[src/rtl/accel_pkg.sv]
// Shared definitions for the AI accelerator Wishbone window and its host master:
// window base, register map, opcodes and the master FSM state encoding.
package accel_pkg;

    localparam logic [31:0] ACCEL_ADDR_OFFSET = 32'h3000_0000;

    // Register map inside the window (byte offsets)
    localparam logic [31:0] REG_OPERATION = 32'h0000_0000;
    localparam logic [31:0] REG_STATUS    = 32'h0000_0004;
    localparam logic [31:0] SRAM_BASE     = 32'h0000_0008;

    // Operation codes and the status value that kicks off an operation
    localparam logic [31:0] OP_MMUL       = 32'd1;
    localparam logic [31:0] OP_MCONV      = 32'd2;
    localparam logic [31:0] STATUS_START  = 32'hFFFF_FFFF;

    // The master always transfers whole words
    localparam logic [3:0]  WB_SEL_ALL    = 4'hF;

    typedef enum logic [2:0] {
        ST_IDLE  = 3'd0,
        ST_FETCH = 3'd1,
        ST_BUS   = 3'd2,
        ST_RESP  = 3'd3,
        ST_GAP   = 3'd4
    } mst_state_e;

    // Byte offset of the following word; wraps modulo 2^32
    function automatic logic [31:0] next_word_off(input logic [31:0] off);
        return off + 32'd4;
    endfunction

endpackage

[src/rtl/wb_timeout_ctr.sv]
// Bus-cycle watchdog: cleared by load, counts while en is high, and flags
// expire once LIMIT counted cycles have elapsed (expire is high during the
// LIMIT-th cycle so the owner can abort on that edge).
module wb_timeout_ctr #(
    parameter int unsigned LIMIT = 64
) (
    input  logic clk,
    input  logic rst_n,
    input  logic load,
    input  logic en,
    output logic expire
);

    localparam int unsigned CW = $clog2(LIMIT + 1);
    localparam logic [CW-1:0] LAST = CW'(LIMIT - 1);

    logic [CW-1:0] cnt_q, cnt_d;

    assign expire = (cnt_q == LAST);

    // Next count: restart on load, saturate at the expiry value
    always_comb begin
        cnt_d = cnt_q;
        if (load) begin
            cnt_d = '0;
        end else if (en && !expire) begin
            cnt_d = cnt_q + 1'b1;
        end
    end

    // Count register
    always_ff @(posedge clk or negedge rst_n) begin
        if (!rst_n) begin
            cnt_q <= '0;
        end else begin
            cnt_q <= cnt_d;
        end
    end

endmodule

[src/rtl/wb_accel_host_master.sv]
// Wishbone classic initiator for the accelerator window. Runs block commands
// of N single-word reads or writes at consecutive word addresses, one bus
// cycle at a time, with a mandatory idle cycle between words so the slave can
// re-arm after its ack drops. Write data arrives and read data leaves on
// valid/ready streams.
// Optional feature: define WB_TIMEOUT_EN to abort a bus cycle that is not
// acknowledged within TIMEOUT_CYC cycles (sets the sticky err flag).
module wb_accel_host_master
    import accel_pkg::*;
#(
    parameter logic [31:0] ADDR_OFFSET = ACCEL_ADDR_OFFSET,
    parameter int unsigned LEN_W       = 8,
    parameter int unsigned TIMEOUT_CYC = 64
) (
    input  logic             wb_clk_i,
    input  logic             wb_rst_ni,
    // command
    input  logic             cmd_valid,
    output logic             cmd_ready,
    input  logic             cmd_we,
    input  logic [31:0]      cmd_addr,
    input  logic [LEN_W-1:0] cmd_len,
    // write data stream
    input  logic             wr_valid,
    output logic             wr_ready,
    input  logic [31:0]      wr_data,
    // read data stream
    output logic             rd_valid,
    input  logic             rd_ready,
    output logic [31:0]      rd_data,
    // status
    output logic             done,
    output logic             err,
    // Wishbone initiator
    output logic             wbm_cyc_o,
    output logic             wbm_stb_o,
    output logic             wbm_we_o,
    output logic [3:0]       wbm_sel_o,
    output logic [31:0]      wbm_adr_o,
    output logic [31:0]      wbm_dat_o,
    input  logic [31:0]      wbm_dat_i,
    input  logic             wbm_ack_i
);

    mst_state_e       state_q, state_d;
    logic             we_q, we_d;
    logic [31:0]      off_q, off_d;
    logic [LEN_W-1:0] cnt_q, cnt_d;
    logic [31:0]      dat_q, dat_d;
    logic [31:0]      rd_q, rd_d;
    logic             done_q, done_d;
    logic             err_q, err_d;
    logic             bus_timeout;

    // The two low address bits are ignored (word aligned); TIMEOUT_CYC only
    // matters when the watchdog is built in.
    logic unused_cfg;
    assign unused_cfg = ^{cmd_addr[1:0], TIMEOUT_CYC};

`ifdef WB_TIMEOUT_EN
    logic tmo_load;
    logic tmo_expire;

    // Restart the watchdog on every entry into BUS
    assign tmo_load = (state_d == ST_BUS) && (state_q != ST_BUS);

    wb_timeout_ctr #(
        .LIMIT (TIMEOUT_CYC)
    ) u_timeout (
        .clk    (wb_clk_i),
        .rst_n  (wb_rst_ni),
        .load   (tmo_load),
        .en     (state_q == ST_BUS),
        .expire (tmo_expire)
    );

    assign bus_timeout = tmo_expire;
`else
    assign bus_timeout = 1'b0;
`endif

    // Stream handshakes and bus outputs decode straight from the state flop
    assign cmd_ready = (state_q == ST_IDLE);
    assign wr_ready  = (state_q == ST_FETCH);
    assign rd_valid  = (state_q == ST_RESP);
    assign rd_data   = rd_q;
    assign done      = done_q;
    assign err       = err_q;

    assign wbm_cyc_o = (state_q == ST_BUS);
    assign wbm_stb_o = wbm_cyc_o;
    assign wbm_we_o  = wbm_cyc_o & we_q;
    assign wbm_sel_o = WB_SEL_ALL;
    assign wbm_adr_o = wbm_cyc_o ? (ADDR_OFFSET + off_q) : 32'h0;
    assign wbm_dat_o = dat_q;

    // Next-state and datapath updates; done is a registered single-cycle pulse
    always_comb begin
        state_d = state_q;
        we_d    = we_q;
        off_d   = off_q;
        cnt_d   = cnt_q;
        dat_d   = dat_q;
        rd_d    = rd_q;
        done_d  = 1'b0;
        err_d   = err_q;
        unique case (state_q)
            ST_IDLE: begin
                if (cmd_valid) begin
                    we_d  = cmd_we;
                    off_d = {cmd_addr[31:2], 2'b00};
                    cnt_d = cmd_len;
                    err_d = 1'b0;
                    if (cmd_len == '0) begin
                        done_d = 1'b1;
                    end else begin
                        state_d = cmd_we ? ST_FETCH : ST_BUS;
                    end
                end
            end
            ST_FETCH: begin
                if (wr_valid) begin
                    dat_d   = wr_data;
                    state_d = ST_BUS;
                end
            end
            ST_BUS: begin
                // An ack on the expiry cycle still completes the word
                if (wbm_ack_i) begin
                    if (we_q) begin
                        state_d = ST_GAP;
                    end else begin
                        rd_d    = wbm_dat_i;
                        state_d = ST_RESP;
                    end
                end else if (bus_timeout) begin
                    err_d   = 1'b1;
                    done_d  = 1'b1;
                    state_d = ST_IDLE;
                end
            end
            ST_RESP: begin
                if (rd_ready) begin
                    state_d = ST_GAP;
                end
            end
            ST_GAP: begin
                cnt_d = cnt_q - 1'b1;
                off_d = next_word_off(off_q);
                if (cnt_q == LEN_W'(1)) begin
                    done_d  = 1'b1;
                    state_d = ST_IDLE;
                end else begin
                    state_d = we_q ? ST_FETCH : ST_BUS;
                end
            end
            default: state_d = ST_IDLE;
        endcase
    end

    // State and datapath registers; reset releases the bus at once
    always_ff @(posedge wb_clk_i or negedge wb_rst_ni) begin
        if (!wb_rst_ni) begin
            state_q <= ST_IDLE;
            we_q    <= 1'b0;
            off_q   <= 32'h0;
            cnt_q   <= '0;
            dat_q   <= 32'h0;
            rd_q    <= 32'h0;
            done_q  <= 1'b0;
            err_q   <= 1'b0;
        end else begin
            state_q <= state_d;
            we_q    <= we_d;
            off_q   <= off_d;
            cnt_q   <= cnt_d;
            dat_q   <= dat_d;
            rd_q    <= rd_d;
            done_q  <= done_d;
            err_q   <= err_d;
        end
    end

endmodule

[config.mk]
export PLATFORM = sky130hd
export DESIGN_NAME = wb_accel_host_master
export DESIGN_NICKNAME = d
export VERILOG_FILES = /design/src/rtl/accel_pkg.sv /design/src/rtl/wb_timeout_ctr.sv /design/src/rtl/wb_accel_host_master.sv
export SDC_FILE = /design/constraint.sdc
export NUM_CORES = 1
export LEC_CHECK = 0
export ABC_AREA = 1
export BUFFER_PORTS_ARGS = -buffer_cell sky130_fd_sc_hd__buf_2
export CORE_MARGIN = 5
export CORE_UTILIZATION = 40
export CTS_BUF_LIST = sky130_fd_sc_hd__clkbuf_4
export DETAILED_ROUTE_END_ITERATION = 10
export PLACE_DENSITY = 0.67
export SYNTH_ARGS = -nofsm -noshare
export SYNTH_HDL_FRONTEND = slang
export SYNTH_SLANG_ARGS = --single-unit
[constraint.sdc]
create_clock -name wb_clk_i -period 2.22 [get_ports wb_clk_i]
set_input_delay 0.222 -clock wb_clk_i [delete_from_list [all_inputs] [get_ports wb_clk_i]]
set_output_delay 0.222 -clock wb_clk_i [all_outputs]
set_load 0.02 [all_outputs]
* Word-level counts from Yosys, hierarchy flattened
Index checks and enable logic that the tools add are counted.
Word-level totals: register bits after elaboration 109, input bits 111, output and inout port bits 108, word-level logic and storage cells 49
Cells by class: add/sub/neg operators 3, bitwise gates (word level) 2, equal/unequal tests 10, reduce and logical (&&, ||, !) cells 8, muxes and demuxes 19
Operators with widths (count):
- $mux W32 | 2
- $pmux W32 S2 | 1
- $add A30 B32 Y32 const A | 1
- $add A32 B3 Y32 const B | 1
- $mux W3 | 6
- $pmux W8 S2 | 1
- $pmux W3 S5 | 1
- $eq A8 B1 Y1 const B | 1
- $logic_not A8 Y1 | 1
- $mux W8 | 1
- $sub A8 B1 Y8 const B | 1
- $eq A3 B2 Y1 const B | 2
- $mux W2 | 3
- $ne A2 B2 Y1 const B | 3
- $reduce_and A2 Y1 | 3
- $reduce_and A5 Y1 | 1
- $ne A2 B1 Y1 const B | 2
- $eq A3 B1 Y1 const B | 1
- $eq A3 B3 Y1 const B | 1
- $logic_not A3 Y1 | 1
- $mux W1 | 3
- $reduce_and A3 Y1 | 1
- $pmux W1 S2 | 1
- $reduce_bool A2 Y1 | 1
- 2 further kinds | 2

* Logic depth before layout (Yosys ltp)
depth in word-level cells 4, depth in mapped cells 10, mapped depth without buffers 10

* Worst setup path before layout
No wires, ideal clock.
kind register to register, start point reg state_q[0], end point reg rd_q[0], in the netlist rd_data[0], stages on the path, launching flop included 7, buffers on the path 1, clock period less this slack 1448 ps, setup slack 772 ps, required time 2092 ps, arrival time 1321 ps, library setup time 128 ps, cell sequence dfrtp_1 -> inv_2 -> nand3_2 -> inv_2 -> nand3_4 -> buf_6 -> mux2_1
On the way: longest elaborated chain between the ends 2
Ends and longest elaborated chain:
- start, declared | line wb_accel_host_master.sv:45 | mst_state_e state_q, state_d;
- start signal, assigned | line wb_accel_host_master.sv:173 | state_q <= state_d;
- $eq A3 B2 Y1
- via wbm_cyc_o | line wb_accel_host_master.sv:35 | output logic wbm_cyc_o,
- $reduce_and A3 Y1 (no line)
- end signal, assigned | line wb_accel_host_master.sv:178 | rd_q <= rd_d;
- end, declared | line wb_accel_host_master.sv:50 | logic [31:0] rd_q, rd_d;
The timed path passes the listed nets, and every way through them passes these cells. A chain may end at the register's enable or synchronous reset.

* Worst setup path after layout
start point reg state_q[2], end point out wbm_we_o
On the way: longest elaborated chain between the ends 2
Ends and longest elaborated chain:
- $eq A3 B2 Y1 | line wb_accel_host_master.sv:90 | assign wbm_cyc_o = (state_q == ST_BUS);
- $and A1 B1 Y1 | line wb_accel_host_master.sv:92 | assign wbm_we_o = wbm_cyc_o & we_q;
- end, declared | line wb_accel_host_master.sv:37 | output logic wbm_we_o,
Every way passes these cells.

==> impl_metrics.json <==
{
  "hp-start": "cmd_addr[25]",
  "timing.final.crit_share": 0.894,
  "ys_seq_area_frac": 0.469,
  "design.core.area_mm2": 0.0139,
  "placed_area_mm2": 0.00692,
  "fin_hold_ws_ns": 0.0370,
  "power_per_cell_area_mw_per_mm2": 1270,
  "layout.cell_area.non_filler_mm2": 0.00793,
  "synth.yosys.warnings": 0,
  "cts-root-buf": "sky130_fd_sc_hd__clkbuf_4",
  "via_count": 5521,
  "dieArea_mm2": 0.0168,
  "drtIter0Drc": 268,
  "most_common_library_cell_in_the_layout_ignoring_fill_and_taps": "sky130_fd_sc_hd__buf_2",
  "synthesis.instances": 682,
  "cts.reportedPaths.clkPinSlew_ns": 0.18,
  "met3_usage": 0.0412,
  "nFillCells": 1235,
  "grt_setup_unrepaired": "false",
  "tritoncts": "yes",
  "totalNegativeSetupSlack_ns": 0,
  "grt_start_max_net_pins": 50,
  "timing.final.max_slew_violations": 0,
  "path_class": "reg -> out",
  "synth_top_area_cell": "sky130_fd_sc_hd__dfrtp_1",
  "dpl.cell_count": 1057,
  "postRouteWirelength_um": 17100,
  "r2r-end": "rd_data[26]$_DFFE_PN0P_",
  "use_met1": 0.248,
  "final.setup_skew_ns": 0.0165,
  "globalplace.congestion": 0.884,
  "yosysUniqueCellTypes": 36,
  "hold-path-endpoint": "off_q[25]$_DFFE_PN0P_",
  "avgViaCountPerCell": 4.76,
  "rrSetupSlack_ns": 0.42,
  "synthFlopType": "sky130_fd_sc_hd__dfrtp_1",
  "routedWlPerCell_um": 14.7,
  "final-setup-viol-count": 0,
  "global_route.overflow_total": 0,
  "insertion_delay_ns": 0.47,
  "busiest_layer": "met2",
  "multi_input_comb_area_mm2": 0.00263,
  "cts_num_sinks": 107,
  "crit_path_max_fanout": 32,
  "final_number_of_hold_violating_endpoints": 0,
  "antenna_violations_before_repair": 0,
  "r2r-start": "state_q[2]$_DFFE_PN0P_",
  "power_leakage_nw": 4.00,
  "synth_seq_cells": 107,
  "yosys.area.top_type_share": 0.469,
  "ff_latch_area_mm2": 0.00268,
  "min_path_type": "in -> reg",
  "areaGrowthSynthToFinish_pct": 39.0,
  "fin_util": 0.569,
  "drc_errors": 0,
  "hold_path_stages": 5,
  "mean_post_synth_cell_area_um2": 8.37,
  "outcome": "complete, no violations",
  "fmaxAchievable_mhz": 504,
  "place.detailed.hpwl_um": 12100,
  "reported_max_cap_violation_count": 0,
  "vdd.ir_drop.worst_mv": 0.605,
  "first_global_vias": 5390,
  "synth-edff-count": 0,
  "critical_path_required_ns": 2.00,
  "worst_pin_slew_ns": 0.622,
  "initial_core_util": 0.410,
  "worst_slew_margin_rel": 0.585,
  "clock_tree.buffer_depth": 2,
  "io-pin-count": 219,
  "grt_first_pass_wirelength_um": 26900,
  "h-tree-depth": 3,
  "drt_pre_antenna_iters": 4,
  "grtUsageTotal": 0.202,
  "critical_path_arrival_ns": 1.76,
  "number_of_nets_in_the_final_layout": 1091,
  "ys_top_cells_by_area": "sky130_fd_sc_hd__dfrtp_1 (47%), sky130_fd_sc_hd__mux2_1 (12%), sky130_fd_sc_hd__nand2_1 (12%), sky130_fd_sc_hd__nor2_1 (6.6%), sky130_fd_sc_hd__nand3_1 (4.8%)",
  "io_buffer_count": 209,
  "timing.reg2reg.worst_path_depth": 5,
  "std_cell_rows": 43,
  "final_cell_mix": "sky130_fd_sc_hd__buf_2 (208), sky130_fd_sc_hd__nand2_1 (183), sky130_fd_sc_hd__dfrtp_1 (107)",
  "drive_above_1_share": 0.269,
  "die_width_um": 129,
  "period_minus_slack_ns": 1.98,
  "timing.critical_path.from_type": "flop",
  "post_syn_area_mm2": 0.00571,
  "detail-route-antenna-nets": 0,
  "critPathCaptureType": "output port",
  "die_height_um": 129,
  "layout_cells_excl_fill": 1160,
  "cts_buffers": 9,
  "ys_async_sr_fraction": 1.00,
  "grtUsageMet2": 0.359,
  "num_antenna_cells": 0
}
==> worst max-delay path, stage by stage, from the launching register on <==
cell                      delay (ns)
sky130_fd_sc_hd__dfrtp_1        0.46
sky130_fd_sc_hd__inv_2          0.09
sky130_fd_sc_hd__nand3_2        0.07
sky130_fd_sc_hd__buf_4          0.25
sky130_fd_sc_hd__nor2_1         0.19
sky130_fd_sc_hd__buf_2          0.22
==> Yosys cell counts (all sizes together) (2+ instances only) <==
cell	n
dfrtp	107
a211oi	2
xor2	3
nor2	110
inv	62
nor3	4
nand2	185
clkbuf	5
and2	2
a21oi	9
ha	5
nand3	57
o21ai	24
o211ai	7
buf	25
conb	2
mux2	64
a22oi	2
==> worst max path at each step <==
stage	from	to	slack, ns	cells after the start
after global routing	state_q[2]$_DFFE_PN0P_	wbm_we_o	0.1	5
after floorplan	state_q[0]$_DFFE_PN0P_	rd_data[0]$_DFFE_PN0P_	0.77	6
after global placement	state_q[0]$_DFFE_PN0P_	rd_data[15]$_DFFE_PN0P_	0.50	5
final	state_q[2]$_DFFE_PN0P_	wbm_we_o	0.24	5
after CTS	state_q[2]$_DFFE_PN0P_	wbm_we_o	0.18	5
after detailed placement	state_q[2]$_DFFE_PN0P_	rd_data[26]$_DFFE_PN0P_	0.46	5
==> flip-flops by register name, summed over array words and instances (netlist names) <==
register and flops:
rd_data 32, wbm_dat_o 32, off_q 30, cnt_q 8
state_q 3, done 1, we_q 1
==> metal layers <==
layer / share of wire / wire length [µm]
met4: 0.015 / 248
met3: 0.079 / 1350
met2: 0.48 / 8170
met5: 0 / 0
met1: 0.43 / 7280
==> power by group <==
group	switching, mW	internal (mW)
combinational	3.47	1.95
sequential	0.702	2.93
clock	0.703	0.354
==> cell type report <==
cell class,count,share of cell area
Clock inverter,7,0.00962
Sequential cell,107,0.337
Timing Repair Buffer,307,0.255
Clock buffer,9,0.00852
Inverter,62,0.0293
Tap cell,180,0.0284
Multi-Input combinational cell,488,0.331
==> repair_timing <==
action                                 CTS  global route
gates resized for setup                  0             0
setup buffers                            0             0
endpoints found under the hold margin  132             0
hold buffers                            87             0
==> kinds of logic after synthesis <==
kind of cell	synth area share
xor gates and xnor gates	0.00461
other	0.00132
adders and majority gates	0.0110
AOI/OAI and AO/OA	0.0489
DFF	0.469
buffers and inverters	0.0737
and+or+nand+nor	0.265
muxes	0.126
==> stage by stage <==
| step | power (mW) | setup WS [ns] |
|---|---|---|
| 6_report | 10.1 | 0.235 |
| 5_1_grt | 10.9 | 0.0975 |
| 4_1_cts | 10.2 | 0.183 |
| 3_5_place_dp | 8.98 | 0.462 |
| 3_3_place_gp | 8.87 | 0.499 |
| 2_1_floorplan | 7.21 | 0.772 |
Note: power is estimated with default switching activity, not from simulation.
